## config.mk

```make
export PLATFORM = sky130hd
export DESIGN_NAME = seq_multiplier
export DESIGN_NICKNAME = d
export VERILOG_FILES = /design/src/rtl/seq_multiplier.sv
export SDC_FILE = /design/constraint.sdc
export NUM_CORES = 1
export LEC_CHECK = 0
export CAP_MARGIN = 20
export CORE_ASPECT_RATIO = 0.75
export CORE_MARGIN = 2
export CORE_UTILIZATION = 51
export DETAILED_ROUTE_END_ITERATION = 10
export GPL_TIMING_DRIVEN = 0
export MAX_ROUTING_LAYER = met4
export PLACE_DENSITY = 0.83
export SKIP_LAST_GASP = 1
export SLEW_MARGIN = 20
export SYNTH_ARGS = -nofsm -noshare
export SYNTH_HDL_FRONTEND = slang
export SYNTH_SLANG_ARGS = --single-unit
export TNS_END_PERCENT = 50
```

## constraint.sdc

```tcl
create_clock -name clk -period 1.7 [get_ports clk]
set_input_delay 0.17 -clock clk [delete_from_list [all_inputs] [get_ports clk]]
set_output_delay 0.17 -clock clk [all_outputs]
set_load 0.05 [all_outputs]
```

## src/rtl/seq_multiplier.sv

```systemverilog
// seq_multiplier
//   Unsigned shift-add multiplier. One operand pair is accepted per
//   operation; the product appears WIDTH clock edges after the accepting
//   edge. The latency is the same for every operand value.
//
// Ports
//   clk        rising-edge clock
//   rst        synchronous active-high reset
//   start      begin a multiply (only sampled while idle)
//   A_in       unsigned multiplicand, captured on the accepting edge
//   B_in       unsigned multiplier, captured on the accepting edge
//   P          2*WIDTH-bit product register, held until the next accepted start
//   busy       high from the accepting edge until done rises
//   done       one-cycle completion pulse
//   zero_flag  high when either captured operand was zero
module seq_multiplier #(
    parameter int WIDTH = 4
) (
    input  logic               clk,
    input  logic               rst,
    input  logic               start,
    input  logic [WIDTH-1:0]   A_in,
    input  logic [WIDTH-1:0]   B_in,
    output logic [2*WIDTH-1:0] P,
    output logic               busy,
    output logic               done,
    output logic               zero_flag
);

    localparam int CNT_W = $clog2(WIDTH + 1);

    typedef enum logic [1:0] {
        S_IDLE,
        S_CALC,
        S_DONE
    } state_t;

    state_t               state_q, state_d;
    logic [WIDTH:0]       acc_q, acc_d;
    logic [WIDTH-1:0]     mcand_q, mcand_d;
    logic [WIDTH-1:0]     mplier_q, mplier_d;
    logic [CNT_W-1:0]     cnt_q, cnt_d;
    logic [2*WIDTH-1:0]   p_q, p_d;
    logic                 busy_q, busy_d;
    logic                 done_q, done_d;
    logic                 zero_q, zero_d;

    // Partial sum for the current step. The accumulator's top bit is always
    // zero at the start of a step, so WIDTH+1 bits hold the sum with its carry.
    logic [WIDTH:0]       sum;

    always_comb begin
        state_d  = state_q;
        acc_d    = acc_q;
        mcand_d  = mcand_q;
        mplier_d = mplier_q;
        cnt_d    = cnt_q;
        p_d      = p_q;
        busy_d   = busy_q;
        done_d   = 1'b0;
        zero_d   = zero_q;
        sum      = acc_q + (mplier_q[0] ? {1'b0, mcand_q} : '0);

        case (state_q)
            S_IDLE: begin
                if (start) begin
                    mcand_d  = A_in;
                    mplier_d = B_in;
                    acc_d    = '0;
                    cnt_d    = CNT_W'(WIDTH);
                    busy_d   = 1'b1;
                    zero_d   = (A_in == '0) || (B_in == '0);
                    state_d  = S_CALC;
                end
            end

            S_CALC: begin
                // Shift {sum, multiplier} right by one: the sum's LSB becomes
                // a finished product bit entering the multiplier register.
                acc_d    = {1'b0, sum[WIDTH:1]};
                mplier_d = {sum[0], mplier_q[WIDTH-1:1]};
                cnt_d    = cnt_q - CNT_W'(1);
                if (cnt_q == CNT_W'(1)) begin
                    // Last step: the shifted pair is the full product.
                    p_d     = {sum, mplier_q[WIDTH-1:1]};
                    done_d  = 1'b1;
                    busy_d  = 1'b0;
                    state_d = S_DONE;
                end
            end

            S_DONE: begin
                state_d = S_IDLE;
            end

            default: begin
                state_d = S_IDLE;
            end
        endcase
    end

    always_ff @(posedge clk) begin
        if (rst) begin
            state_q  <= S_IDLE;
            acc_q    <= '0;
            mcand_q  <= '0;
            mplier_q <= '0;
            cnt_q    <= '0;
            p_q      <= '0;
            busy_q   <= 1'b0;
            done_q   <= 1'b0;
            zero_q   <= 1'b0;
        end else begin
            state_q  <= state_d;
            acc_q    <= acc_d;
            mcand_q  <= mcand_d;
            mplier_q <= mplier_d;
            cnt_q    <= cnt_d;
            p_q      <= p_d;
            busy_q   <= busy_d;
            done_q   <= done_d;
            zero_q   <= zero_d;
        end
    end

    assign P         = p_q;
    assign busy      = busy_q;
    assign done      = done_q;
    assign zero_flag = zero_q;

endmodule

```

==> results by stage, run 1 <==
Cells and area:
- After the last flow step, the layout net total stands at 193.
- Counting the fill cells in the layout gives 193.
- The fraction of layout cells with a size suffix above 1 is 20.7%.
- Relative to the synthesized area, the layout overhead comes to 27.1%.
- The post-route standard cell area excluding fillers is 1660 um2.
- The core utilization of the finished layout is 70.3%.
- The leading cell type in the layout, fill and taps excluded is sky130_fd_sc_hd__nand2_1.
- 0 antenna diodes ended up in the layout.
- For this run, the number of standard cells in the final layout without fillers is 208.
- Leaving out fill and tap cells, the most frequent cells in the layout are 29 x sky130_fd_sc_hd__nand2_1, 27 x sky130_fd_sc_hd__dfxtp_1, 18 x sky130_fd_sc_hd__clkdlybuf4s50_1.

Detailed routing:
- Detailed routing placed a total of 1510 um of wire on met2.
- The post-detailed-route DRC marker count is 0.
- The via density per instance is 5.49.
- The routed wire length is 3110 um.
- The detailed-routed wire length on met3 is 247 um.
- The top layer reached by signal wires is met4.
- Dividing the detail-routed wire length by the instance count gives 15.0 um.
- For this block, the initial DRC count from the detailed router was 67.
- In this run the remaining antenna-violating nets after routing total 0.
- The total routed wire length on the met1 layer is 1290 um.
- The final route contains 1142 vias.
- The first TritonRoute pass finished after 4 iterations.

Yosys:
- A synthesized cell averages 8.84 um2.
- The number of different library cells used by synthesis comes to 35.
- The complex-gate fraction of the synthesized area is 17.5%.
- After synthesis the netlist holds a flip-flop and latch count of 28.
- The post-synthesis simple-gate area fraction is 24.9%.
- In the synthesized netlist, mux cells make up 0% of the area.
- The number of standard cells after synthesis is 148.
- The synthesized netlist devotes 7.27% of its cell area to adder and majority cells.
- The synthesized-area fraction occupied by xor and xnor cells is 1.34%.
- Synthesis produced a netlist with a net count of 166.
- The main combinational cell family by area after synthesis is simple AND/OR/NAND/NOR gates.
- The fraction of the yosys area taken by sequential cells is 42.8%.
- The total number of yosys warnings is 0.
- The synthesized area is 1310 um2.

Critical path:
- In this run the number of cells on the critical path is 1.
- The critical path launch point type is a flop.
- The slowest cell on the critical path is sky130_fd_sc_hd__clkdlybuf4s50_1.
- The critical path launch point is P[4].
- The maximum fanout encountered on the critical timing path is 2.
- The critical path class is flop to primary output.
- The critical path goes through clkdlybuf4s50_1.
- STA classifies the critical path endpoint as a primary output.
- For the worst setup path, the data required time is 1.53 ns.
- The longest individual stage delay on the worst path is 0.81 ns.
- The launch instance of the worst register-to-register path is mplier_q[0].
- Measured in cells, the most critical reg-to-reg path has a length of 7.
- In this design, the largest share of critical-path delay is due to buffers and inverters.
- The critical path data arrival time is 1.55 ns.
- The number of buffer and inverter stages on the critical path is 1.

Clock network:
- The TritonCTS clock tree is done.
- The number of buffers added by the clock tree synthesis step is 3.
- After clock tree synthesis, the clock-pin slew on the worst setup and hold paths is 0.17 ns.
- The clock insertion delay at the later pin of the skew report is 0.35 ns.
- The maximum number of buffers from clock root to sink is 2.
- The number of hold buffers added after CTS was 0.
- The maximum level of the CTS H-tree is 1.
- The total number of clock tree sinks is 28.
- Clock tree synthesis selected as its root buffer the cell sky130_fd_sc_hd__clkbuf_4.

STA:
- The routed design could run at a clock period as short as 1.72 ns.
- The worst pin sits at a relative slew slack of 65.5%.
- The final clock period utilization by the worst path is 101%.
- Setup repair after global routing could not meet its margin everywhere.
- Derived from the worst setup path, the maximum achievable clock frequency is 583 MHz.
- The final setup violation count is 2.
- The sum of negative setup slack is -0.0197 ns.
- On the final layout, the worst clock skew is 0.0243 ns.
- For the pin with the worst max-slew slack, the measured transition is 0.519 ns.
- The hold violation count in the final report is 0.
- In the post-route analysis, the smallest setup slack over all paths is -0.0158 ns.
- The post-route worst hold slack is 0.132 ns.
- The number of max-slew violations in the final report is 0.

Floorplanning:
- The starting density of the core is 55.3%.
- The core area is 2360 um2.
- The die boundary height is 47.9 um.
- The floorplan has 15 rows.
- From left edge to right edge, the die measures 62.5 um.
- The number of top-level design ports is 22.
- The full die area is 2990 um2.

Place:
- The number of port buffers is 20.
- The placed instance area is 1550 um2.
- At the end of routability-driven placement, the weighted congestion stood at 0.768.
- The cell total after placement is 202.
- The HPWL reported at the end of detailed placement is 2140 um.

Pwr:
- Power spread over the standard cell area amounts to 848 nW/um2.
- The largest vdd supply drop is 0.727 mV.
- The leakage power total is 0.675 nW.

GRT:
- The first global-routing pass estimated 4960 um of wire.
- Global routing used 22.7% of the available tracks.
- The number of antenna violations at the first check in global routing is 0.
- The via count of the first global-routing pass came to 1096.
- Entering global routing, the biggest net connects 17 pins.
- The overall overflow remaining after global route is 0.

Min path:
- The startpoint of the tightest hold check path is rst.
- The hold-critical path depth is 2.
- The class of the tightest hold or removal check is primary input to flop.

Flow run:
- The tool flagged a number of max-cap violations equal to 0.

Outcome:
- The final reports fail on setup timing.
- The run finished, with violations left.
[state kept, by name (all words and copies together) (netlist names)]
signal / cells
mcand_q: 4
mplier_q: 4
state_q: 2
busy: 1
cnt_q: 3
done: 1
acc_q: 4
P: 8
zero_flag: 1
[per-stage QoR]
stage	setup slack [ns]	total power, mW
CTS	-0.00539	1.40
detailed placement	0.0321	0.968
floorplan	0.151	0.894
finish	-0.0158	1.41
global placement	0.0644	0.958
global route	-0.0805	1.46
[timing repair]
item                                    4_1_cts  5_1_grt
endpoints found under the setup margin        2       16
setup buffers                                 0        2
pin swaps                                     0        8
resized for setup                             1       12
[report_power, final]
| part | switching, mW | total [mW] | internal, mW |
|---|---|---|---|
| Clock | 0.209 | 0.448 | 0.239 |
| Sequential | 0.0261 | 0.718 | 0.692 |
| Combinational | 0.142 | 0.245 | 0.104 |
[synth_stat cells]
cell / instances / area share (%)
sky130_fd_sc_hd__a211oi_2: 2 / 1.9
sky130_fd_sc_hd__a21o_1: 2 / 1.1
sky130_fd_sc_hd__a21oi_1: 16 / 6.1
sky130_fd_sc_hd__a21oi_2: 1 / 0.67
sky130_fd_sc_hd__a311oi_2: 4 / 4.6
sky130_fd_sc_hd__a31oi_1: 2 / 0.96
sky130_fd_sc_hd__and2_1: 3 / 1.4
sky130_fd_sc_hd__and2b_4: 1 / 0.76
sky130_fd_sc_hd__and3_1: 1 / 0.48
sky130_fd_sc_hd__buf_2: 2 / 0.76
sky130_fd_sc_hd__buf_4: 1 / 0.57
sky130_fd_sc_hd__buf_6: 3 / 2.6
sky130_fd_sc_hd__clkbuf_1: 2 / 0.57
sky130_fd_sc_hd__dfxtp_1: 28 / 43
sky130_fd_sc_hd__fa_1: 1 / 1.5
sky130_fd_sc_hd__ha_1: 6 / 5.7
sky130_fd_sc_hd__inv_1: 6 / 1.7
sky130_fd_sc_hd__nand2_1: 30 / 8.6
sky130_fd_sc_hd__nand2_2: 2 / 0.96
sky130_fd_sc_hd__nand2b_1: 2 / 0.96
sky130_fd_sc_hd__nand2b_2: 1 / 0.67
sky130_fd_sc_hd__nand3_1: 5 / 1.9
sky130_fd_sc_hd__nand4b_1: 1 / 0.67
sky130_fd_sc_hd__nor2_1: 14 / 4.0
sky130_fd_sc_hd__nor2_2: 2 / 0.96
sky130_fd_sc_hd__nor2_8: 1 / 1.5
sky130_fd_sc_hd__nor3b_2: 1 / 0.96
sky130_fd_sc_hd__nor4_1: 1 / 0.48
sky130_fd_sc_hd__o21ai_0: 1 / 0.38
sky130_fd_sc_hd__o22ai_1: 1 / 0.48
sky130_fd_sc_hd__o31ai_1: 1 / 0.57
sky130_fd_sc_hd__o41ai_1: 1 / 0.67
sky130_fd_sc_hd__or3_1: 1 / 0.48
sky130_fd_sc_hd__xnor2_1: 1 / 0.67
sky130_fd_sc_hd__xor2_1: 1 / 0.67
[layer usage]
layer  GRT usage (%)  vias to the layer above
li1                -                      551
met1            25.4                      536
met2            44.3                       47
met3            5.41                        8
met4            2.67                        0
met5               -                        -
[area by class of cell]
class	count	area, um2	area share [%]
multi-input combinational	106	706	42.4
sequential	28	564	33.9
timing repair buffer	22	216	13.0
buffer	8	58.8	3.54
tap	34	42.5	2.56
clock inverter	1	30.0	1.81
clock buffer	3	22.5	1.35
inverter	6	22.5	1.35
[final timing paths]
path / to / slack (ns)
worst max-delay path: P[4] / -0.02
worst min-delay path: mplier_q[0] / 0.13
worst max register to register: acc_q[1] / 0.03
worst min register to register: mcand_q[3] / 0.47
[cell families after synthesis]
family,count (synthesis)
xor+xnor,2
flops,28
fa+ha+maj,7
simple gates,66
buf+inv,14
compound gates,31
Power figures use the tool's default switching activity.
==> run 2: changes to the inputs <==
--- a/config.mk
+++ b/config.mk
@@ -5,14 +5,15 @@
 export SDC_FILE = /design/constraint.sdc
 export NUM_CORES = 1
 export LEC_CHECK = 0
+export ABC_CLOCK_PERIOD_IN_PS = 1700
 export CAP_MARGIN = 20
 export CORE_ASPECT_RATIO = 0.75
 export CORE_MARGIN = 2
-export CORE_UTILIZATION = 51
+export CORE_UTILIZATION = 35
 export DETAILED_ROUTE_END_ITERATION = 10
 export GPL_TIMING_DRIVEN = 0
 export MAX_ROUTING_LAYER = met4
-export PLACE_DENSITY = 0.83
+export PLACE_DENSITY = 0.63
 export SKIP_LAST_GASP = 1
 export SLEW_MARGIN = 20
 export SYNTH_ARGS = -nofsm -noshare
==> results by stage, run 2 (synthesized netlist as in run 1, its figures left out) <==
Pwr:
- The power per unit of standard cell area came to 824 nW/um2 (-2.9%).
- The largest vdd supply drop came to 0.551 mV (-24%).
- The overall power of the completed layout is 1.38 mW (-2.0%).
- The leakage power total is 0.641 nW (-5.1%).

Clock network:
- The maximum number of buffers from clock root to sink is 2 (unchanged).
- The post-cts hold buffer count is 0 (unchanged).
- In this run the clock root is driven by a sky130_fd_sc_hd__clkbuf_8.
- The total number of clock tree sinks came to 28 (unchanged).
- The clock insertion delay at the later pin of the skew report is 0.27 ns (-0.08 ns).
- The number of buffers inserted to repair setup after CTS is 0 (unchanged).
- The maximum level of the CTS H-tree is 1 (unchanged).
- The number of buffers added by the clock tree synthesis step came to 3 (unchanged).
- The TritonCTS clock tree is done.
- The clock-pin transition on the worst setup and hold timing paths is 0.10 ns (-0.07 ns).

GRT:
- The overall overflow remaining after global route is 0 (unchanged).
- The met2 capacity usage during global routing is 23.6% (-21 points).
- The maximum number of pins on one net before global-route repair is 16 (-1).
- The total global-route track usage was 16.7% (-6.1 points).
- The wire length of the first global-routing pass was 5110 um (+3.0%).
- The met3 track demand over resource is 4.77% (-0.64 points).
- The via count of the first global-routing pass is 1082 (-1.3%).
- The global routing stage identified its most utilized layer as met2.
- The met1 usage is 22.9% (-2.5 points).
- The number of antenna violations at the first check in global routing is 0 (unchanged).

Place:
- The HPWL reported at the end of detailed placement is 2310 um (+8.1%).
- The cell total after placement is 220 (+8.9%).
- The post-placement setup slack was -0.0119 ns (-0.0440 ns).
- The routability congestion estimate is 0.828 (+7.8%).
- The placed instance area is 1570 um2 (+1.5%).
- The number of port buffers is 20 (unchanged).

Cells and area:
- The net count of the finished layout is 191 (-1.0%).
- The top cell types in the final layout, fill and taps aside, are 29 x sky130_fd_sc_hd__nand2_1, 26 x sky130_fd_sc_hd__dfxtp_1, 20 x sky130_fd_sc_hd__clkdlybuf4s50_1.
- The core utilization of the finished layout was 46.4% (-24 points).
- The filler-free cell count of the finished design came to 224 (+7.7%).
- The fraction of layout cells with a size suffix above 1 is 21.5% (+0.82 points).
- The post-route standard cell area excluding fillers is 1680 um2 (+0.90%).
- The layout overhead on the synthesized area is 28.2%.
- The flip-flop count of the largest register after layout came to 8 (unchanged).
- The antenna diode count came to 0 (unchanged).
- The leading cell type in the layout, fill and taps excluded is sky130_fd_sc_hd__nand2_1.

Flow run:
- The reported max-cap violation count is 0 (unchanged).

Floorplanning:
- The core area is 3610 um2 (+53%).
- The number of top-level design ports is 22 (unchanged).
- The starting density of the core is 36.2% (-19 points).
- The full die area is 4250 um2 (+42%).
- The row count was 19 (+4).
- The die boundary height is 57.0 um (+19%).
- The x dimension of the die is 74.6 um (+19%).

Critical path:
- The critical path launch point type is a flop.
- Counting stages on the worst path, the most repeated cell is sky130_fd_sc_hd__nor2_1.
- The data required time of the critical path came to 1.86 ns (+0.33 ns).
- The element type at the critical path end is a flop.
- The critical path goes through and2_4, ha_4, inv_2, fa_2, nor2_1, a31oi_1, nor2_1.
- On the critical path, the stage with the largest delay is an instance of sky130_fd_sc_hd__fa_2.
- The critical path data arrival time is 1.79 ns (+0.24 ns).
- The longest individual stage delay on the worst path is 0.56 ns (-0.25 ns).
- The maximum fanout encountered on the critical timing path is 5 (+3).
- The critical path class is flop to flop.

STA:
- Setup repair after global routing could not meet its margin everywhere.
- The final clock period utilization by the worst path is 95.9% (-5.1 points).
- The hold violation count in the final report is 0 (unchanged).
- The slew of the pin with the lowest slew margin is 0.541 ns (+0.0221 ns).
- The final setup violation count is 0 (-2).
- The worst clock skew on the final layout is 0.00128 ns (-0.0230 ns).
- The time the final worst path needs with I/O delays and setup is 1.63 ns (-0.0861 ns).
- The worst slew margin relative to its limit is 63.9% (-1.6 points).
- The post-layout worst setup margin was 0.0703 ns (+0.0861 ns).
- The maximum clock rate came to 614 MHz (+5.3%).
- The number of max-slew violations in the final report is 0 (unchanged).

Detailed routing:
- The number of DRC markers after the initial detailed-route iteration is 35 (-48%).
- The via count of the routed design is 1113 (-2.5%).
- The number of iterations in the first detailed-routing pass is 4 (unchanged).
- The via density per instance came to 4.97 (-9.5%).
- The remaining number of nets flagged by the antenna check after routing is 0 (unchanged).
- The average wire length per cell after detail routing came to 14.0 um (-6.5%).
- The routed wire length is 3140 um (+0.74%).
- The post-detailed-route DRC marker count is 0 (unchanged).

Outcome:
- The flow ran to the end, and the final reports show no timing, DRC or antenna violations.

Min path:
- The class of the tightest hold or removal check is primary input to flop.
==> run 2: cell types whose count changed in the layout (fill, tap and decap cells not counted), moves of 2 or more <==
cell and delta:
sky130_fd_sc_hd__clkdlybuf4s50_1 +2, sky130_fd_sc_hd__clkbuf_4 -3, sky130_fd_sc_hd__buf_4 -2, sky130_fd_sc_hd__clkbuf_8 +4
==> run 2: report_power, final <==
group,internal [mW],switching [mW],leakage [nW]
sequential,0.691,0.0266,0.230
clock,0.208,0.212,0.0288
combinational,0.104,0.141,0.383
==> run 2: routing by layer <==
| layer | up-vias | wire length, um |
|---|---|---|
| met5 | - | 0 |
| met4 | 0 | 41 |
| met3 | 6 | 158 |
| met2 | 37 | 1420 |
| met1 | 523 | 1520 |
| li1 | 547 | - |
==> run 2: area by class of cell <==
| type | instances | area [um2] |
|---|---|---|
| plain buffers | 8 | 58.8 |
| clock buffers | 4 | 55.1 |
| fillers | 368 | 1940 |
| inverters | 6 | 22.5 |
| multi-input cells | 106 | 711 |
| flip-flops and latches | 28 | 566 |
| well taps | 52 | 65.1 |
| repair buffers | 20 | 200 |
==> run 2: final timing paths <==
path	startpoint	end	slack, ns	cells after the start
worst min register to register	P[0]	P[0]	0.46	2
worst min-delay path	rst	P[4]	0.23	2
worst max register to register	mplier_q[0]	acc_q[0]	0.07	7
worst max-delay path	mplier_q[0]	acc_q[0]	0.07	7
==> run 2: critical path, delay by kind of cell, from the launching register on <==
kind                     cells  cell delay (ns)
adder cells (fa/ha/maj)      2             0.69
flip-flops                   1             0.38
AND/OR/NAND/NOR              3             0.25
AO/OA/AOI/OAI                1             0.15
buffers and inverters        1             0.04
==> run 2: per-stage QoR <==
stage / hold WS [ns] / TNS [ns]
6_report: 0.233 / 0
5_1_grt: 0.247 / -0.0101
4_1_cts: 0.234 / 0
3_5_place_dp: 0.449 / -0.0204
3_3_place_gp: 0.444 / 0
2_1_floorplan: 0.306 / 0
==> run 2: what timing repair did <==
item	in CTS	in global routing
hold endpoints to repair	0	0
setup endpoints to repair	4	5
pin swaps	0	4
gates resized for setup	3	11
==> run 3: changes to the inputs <==
--- a/config.mk
+++ b/config.mk
@@ -5,7 +5,7 @@
 export SDC_FILE = /design/constraint.sdc
 export NUM_CORES = 1
 export LEC_CHECK = 0
-export ABC_CLOCK_PERIOD_IN_PS = 1700
+export ABC_CLOCK_PERIOD_IN_PS = 1950
 export CAP_MARGIN = 20
 export CORE_ASPECT_RATIO = 0.75
 export CORE_MARGIN = 2
@@ -15,7 +15,7 @@
 export MAX_ROUTING_LAYER = met4
 export PLACE_DENSITY = 0.63
 export SKIP_LAST_GASP = 1
-export SLEW_MARGIN = 20
+export SLEW_MARGIN = 15
 export SYNTH_ARGS = -nofsm -noshare
 export SYNTH_HDL_FRONTEND = slang
 export SYNTH_SLANG_ARGS = --single-unit
==> constraint.sdc (replaced) <==
create_clock -name clk -period 1.95 [get_ports clk]
set_input_delay 0.195 -clock clk [delete_from_list [all_inputs] [get_ports clk]]
set_output_delay 0.195 -clock clk [all_outputs]
set_load 0.05 [all_outputs]
==> results by stage, run 3 (synthesized netlist as in run 1, its figures left out) <==
Outcome:
- The run finished with clean final reports.

Cells and area:
- The net count of the finished layout came to 191 (unchanged).
- The fraction of layout cells with a size suffix above 1 was 14.5% (-7.0 points).
- The core utilization of the finished layout is 45.1% (-1.4 points).
- The multi-input gate area in the final layout is 667 um2 (-6.2%).
- The flip-flop count of the largest register after layout was 8 (unchanged).
- In the layout the commonest cells are 30 x sky130_fd_sc_hd__nand2_1, 28 x sky130_fd_sc_hd__dfxtp_1, 20 x sky130_fd_sc_hd__clkdlybuf4s50_1.
- Leaving out fill and tap cells, the most frequent cell in the layout is sky130_fd_sc_hd__nand2_1.
- The post-route standard cell area excluding fillers was 1630 um2 (-2.9%).
- The antenna diode count was 0 (unchanged).
- The layout overhead on the synthesized area is 24.5%.
- The sequential cell area in the final layout is 561 um2 (-0.88%).
- The filler-free cell count of the finished design was 224 (unchanged).
- The fill cell total of the finished layout came to 374 (+1.6%).

Pwr:
- The overall power of the completed layout is 1.20 mW (-13%).
- The power per unit of standard cell area was 737 nW/um2 (-11%).
- The largest vdd supply drop was 0.476 mV (-14%).
- The leakage power total is 0.644 nW (+0.52%).

Critical path:
- The number of cells traversed by the worst register-to-register path is 8 (+1).
- The critical path launch point type is a flop.
- The data required time of the critical path is 2.16 ns (+0.30 ns).
- The critical path data arrival time is 1.95 ns (+0.16 ns).
- The maximum fanout encountered on the critical timing path is 5 (unchanged).
- The number of buffer and inverter stages on the critical path is 2 (+1).
- The dominant delay contributor by cell family on the critical path is adder cells.
- The element type at the critical path end is a flop.
- In this design, the critical path's most frequently occurring cell is sky130_fd_sc_hd__inv_1.
- The number of logic stages on the critical path including buffering was 8 (+1).
- The slowest cell on the critical path is sky130_fd_sc_hd__fa_1.
- The longest individual stage delay on the worst path came to 0.41 ns (-0.15 ns).
- The signal on the critical path passes through and2_1, ha_1, inv_1, fa_1, inv_1, a21o_1, a21oi_1, a211oi_2.
- The critical path class is flop to flop.

Detailed routing:
- The remaining number of nets flagged by the antenna check after routing is 0 (unchanged).
- The detailed-routed wire length on met3 came to 159 um (+0.63%).
- The total routed wire length on the met1 layer is 1510 um (-0.20%).
- The sum of met2 wire segment lengths after detailed routing came to 1420 um (-0.28%).
- The via density per instance is 4.87 (-2.1%).
- The routed wire length is 3100 um (-1.1%).
- The top layer reached by signal wires is met4.
- The number of DRC markers after the initial detailed-route iteration is 51 (+46%).
- The average wire length per cell after detail routing is 13.8 um (-1.1%).
- The number of iterations in the first detailed-routing pass is 4 (unchanged).
- The post-detailed-route DRC marker count is 0 (unchanged).
- The via count of the routed design is 1090 (-2.1%).

STA:
- The slew of the pin with the lowest slew margin is 0.518 ns (-0.0228 ns).
- The post-layout worst setup margin is 0.204 ns (+0.133 ns).
- The hold violation count in the final report is 0 (unchanged).
- The post-route worst hold slack is 0.251 ns (+0.0181 ns).
- The maximum clock rate was 573 MHz (-6.7%).
- The final clock period utilization by the worst path is 89.6% (-6.3 points).
- The number of max-slew violations in the final report is 0 (unchanged).
- The sum of negative setup slack is 0 ns (unchanged).
- The final setup violation count is 0 (unchanged).
- The worst clock skew on the final layout is 0.00209 ns (+0.000818 ns).
- The worst slew margin relative to its limit is 65.5% (+1.5 points).
- Setup repair after global routing left no endpoint under its margin.
- The time the final worst path needs with I/O delays and setup is 1.75 ns (+0.117 ns).

GRT:
- The maximum number of pins on one net before global-route repair is 16 (unchanged).
- The total global-route track usage is 16.5% (-0.19 points).
- The overall overflow remaining after global route is 0 (unchanged).
- The via count of the first global-routing pass is 1071 (-1.0%).
- The wire length of the first global-routing pass is 5070 um (-0.80%).
- The number of antenna violations at the first check in global routing is 0 (unchanged).

Floorplanning:
- The starting density of the core is 36.2% (unchanged).
- The x dimension of the die is 74.6 um (unchanged).
- The die boundary height is 57.0 um (unchanged).
- The row count was 19 (unchanged).
- The core area came to 3610 um2 (unchanged).
- The number of top-level design ports is 22 (unchanged).
- The full die area came to 4250 um2 (unchanged).

Place:
- The post-placement setup slack is 0.238 ns (+0.250 ns).
- The HPWL reported at the end of detailed placement was 2310 um (unchanged).
- The cell total after placement was 220 (unchanged).
- The number of port buffers was 20 (unchanged).
- The placed instance area was 1570 um2 (unchanged).
- The routability congestion estimate came to 0.828 (unchanged).

Clock network:
- The number of buffers inserted to repair setup after CTS is 0 (unchanged).
- The maximum level of the CTS H-tree is 1 (unchanged).
- The number of gates resized after CTS is 0 (-3).
- The clock insertion delay at the later pin of the skew report was 0.27 ns (about the same).
- The total number of clock tree sinks was 28 (unchanged).
- The TritonCTS clock tree is done.
- The maximum number of buffers from clock root to sink was 2 (unchanged).
- Clock tree synthesis selected as its root buffer the cell sky130_fd_sc_hd__clkbuf_8.
- The number of buffers added by the clock tree synthesis step is 3 (unchanged).
- The post-cts hold buffer count came to 0 (unchanged).
- The clock-pin transition on the worst setup and hold timing paths is 0.10 ns (about the same).

Flow run:
- The reported max-cap violation count is 0 (unchanged).

Min path:
- The tightest min-delay check is of the primary input to flop type.
- The hold-critical path depth is 2 (unchanged).
[run 3: cell counts in the layout (fill, tap and decap cells not counted)]
No cell type changed its count.
[run 3: where the power goes]
part	total [mW]	internal [mW]	switching, mW
Combinational	0.211	0.0883	0.123
Sequential	0.624	0.602	0.0218
Clock	0.366	0.181	0.185
Total	1.20	0.871	0.330
[run 3: final timing paths]
check	startpoint	end	slack [ns]
worst max register to register	mplier_q[0]	P[7]	0.20
worst max-delay path	mplier_q[0]	P[7]	0.20
worst min register to register	P[0]	P[0]	0.46
worst min-delay path	rst	P[4]	0.25
[run 3: worst reg2reg max path: stages, from the launching register on]
cell,delay (ns)
sky130_fd_sc_hd__dfxtp_1,0.39
sky130_fd_sc_hd__and2_1,0.15
sky130_fd_sc_hd__ha_1,0.17
sky130_fd_sc_hd__inv_1,0.06
sky130_fd_sc_hd__fa_1,0.41
sky130_fd_sc_hd__inv_1,0.08
sky130_fd_sc_hd__a21o_1,0.11
sky130_fd_sc_hd__a21oi_1,0.11
sky130_fd_sc_hd__a211oi_2,0.21
[run 3: area by class of cell]
class | count | share of cell area, %
well taps | 52 | 3.99
inverters | 6 | 1.38
multi-input cells | 106 | 40.9
plain buffers | 8 | 3.61
clock buffers | 4 | 3.38
flip-flops and latches | 28 | 34.4
repair buffers | 20 | 12.3
[run 3: routing by layer]
metal | vias to the layer above | track usage [%]
met2 | 30 | 23.6
met3 | 2 | 4.59
li1 | 549 | -
met1 | 509 | 23.1
met4 | 0 | 3.83
met5 | - | -
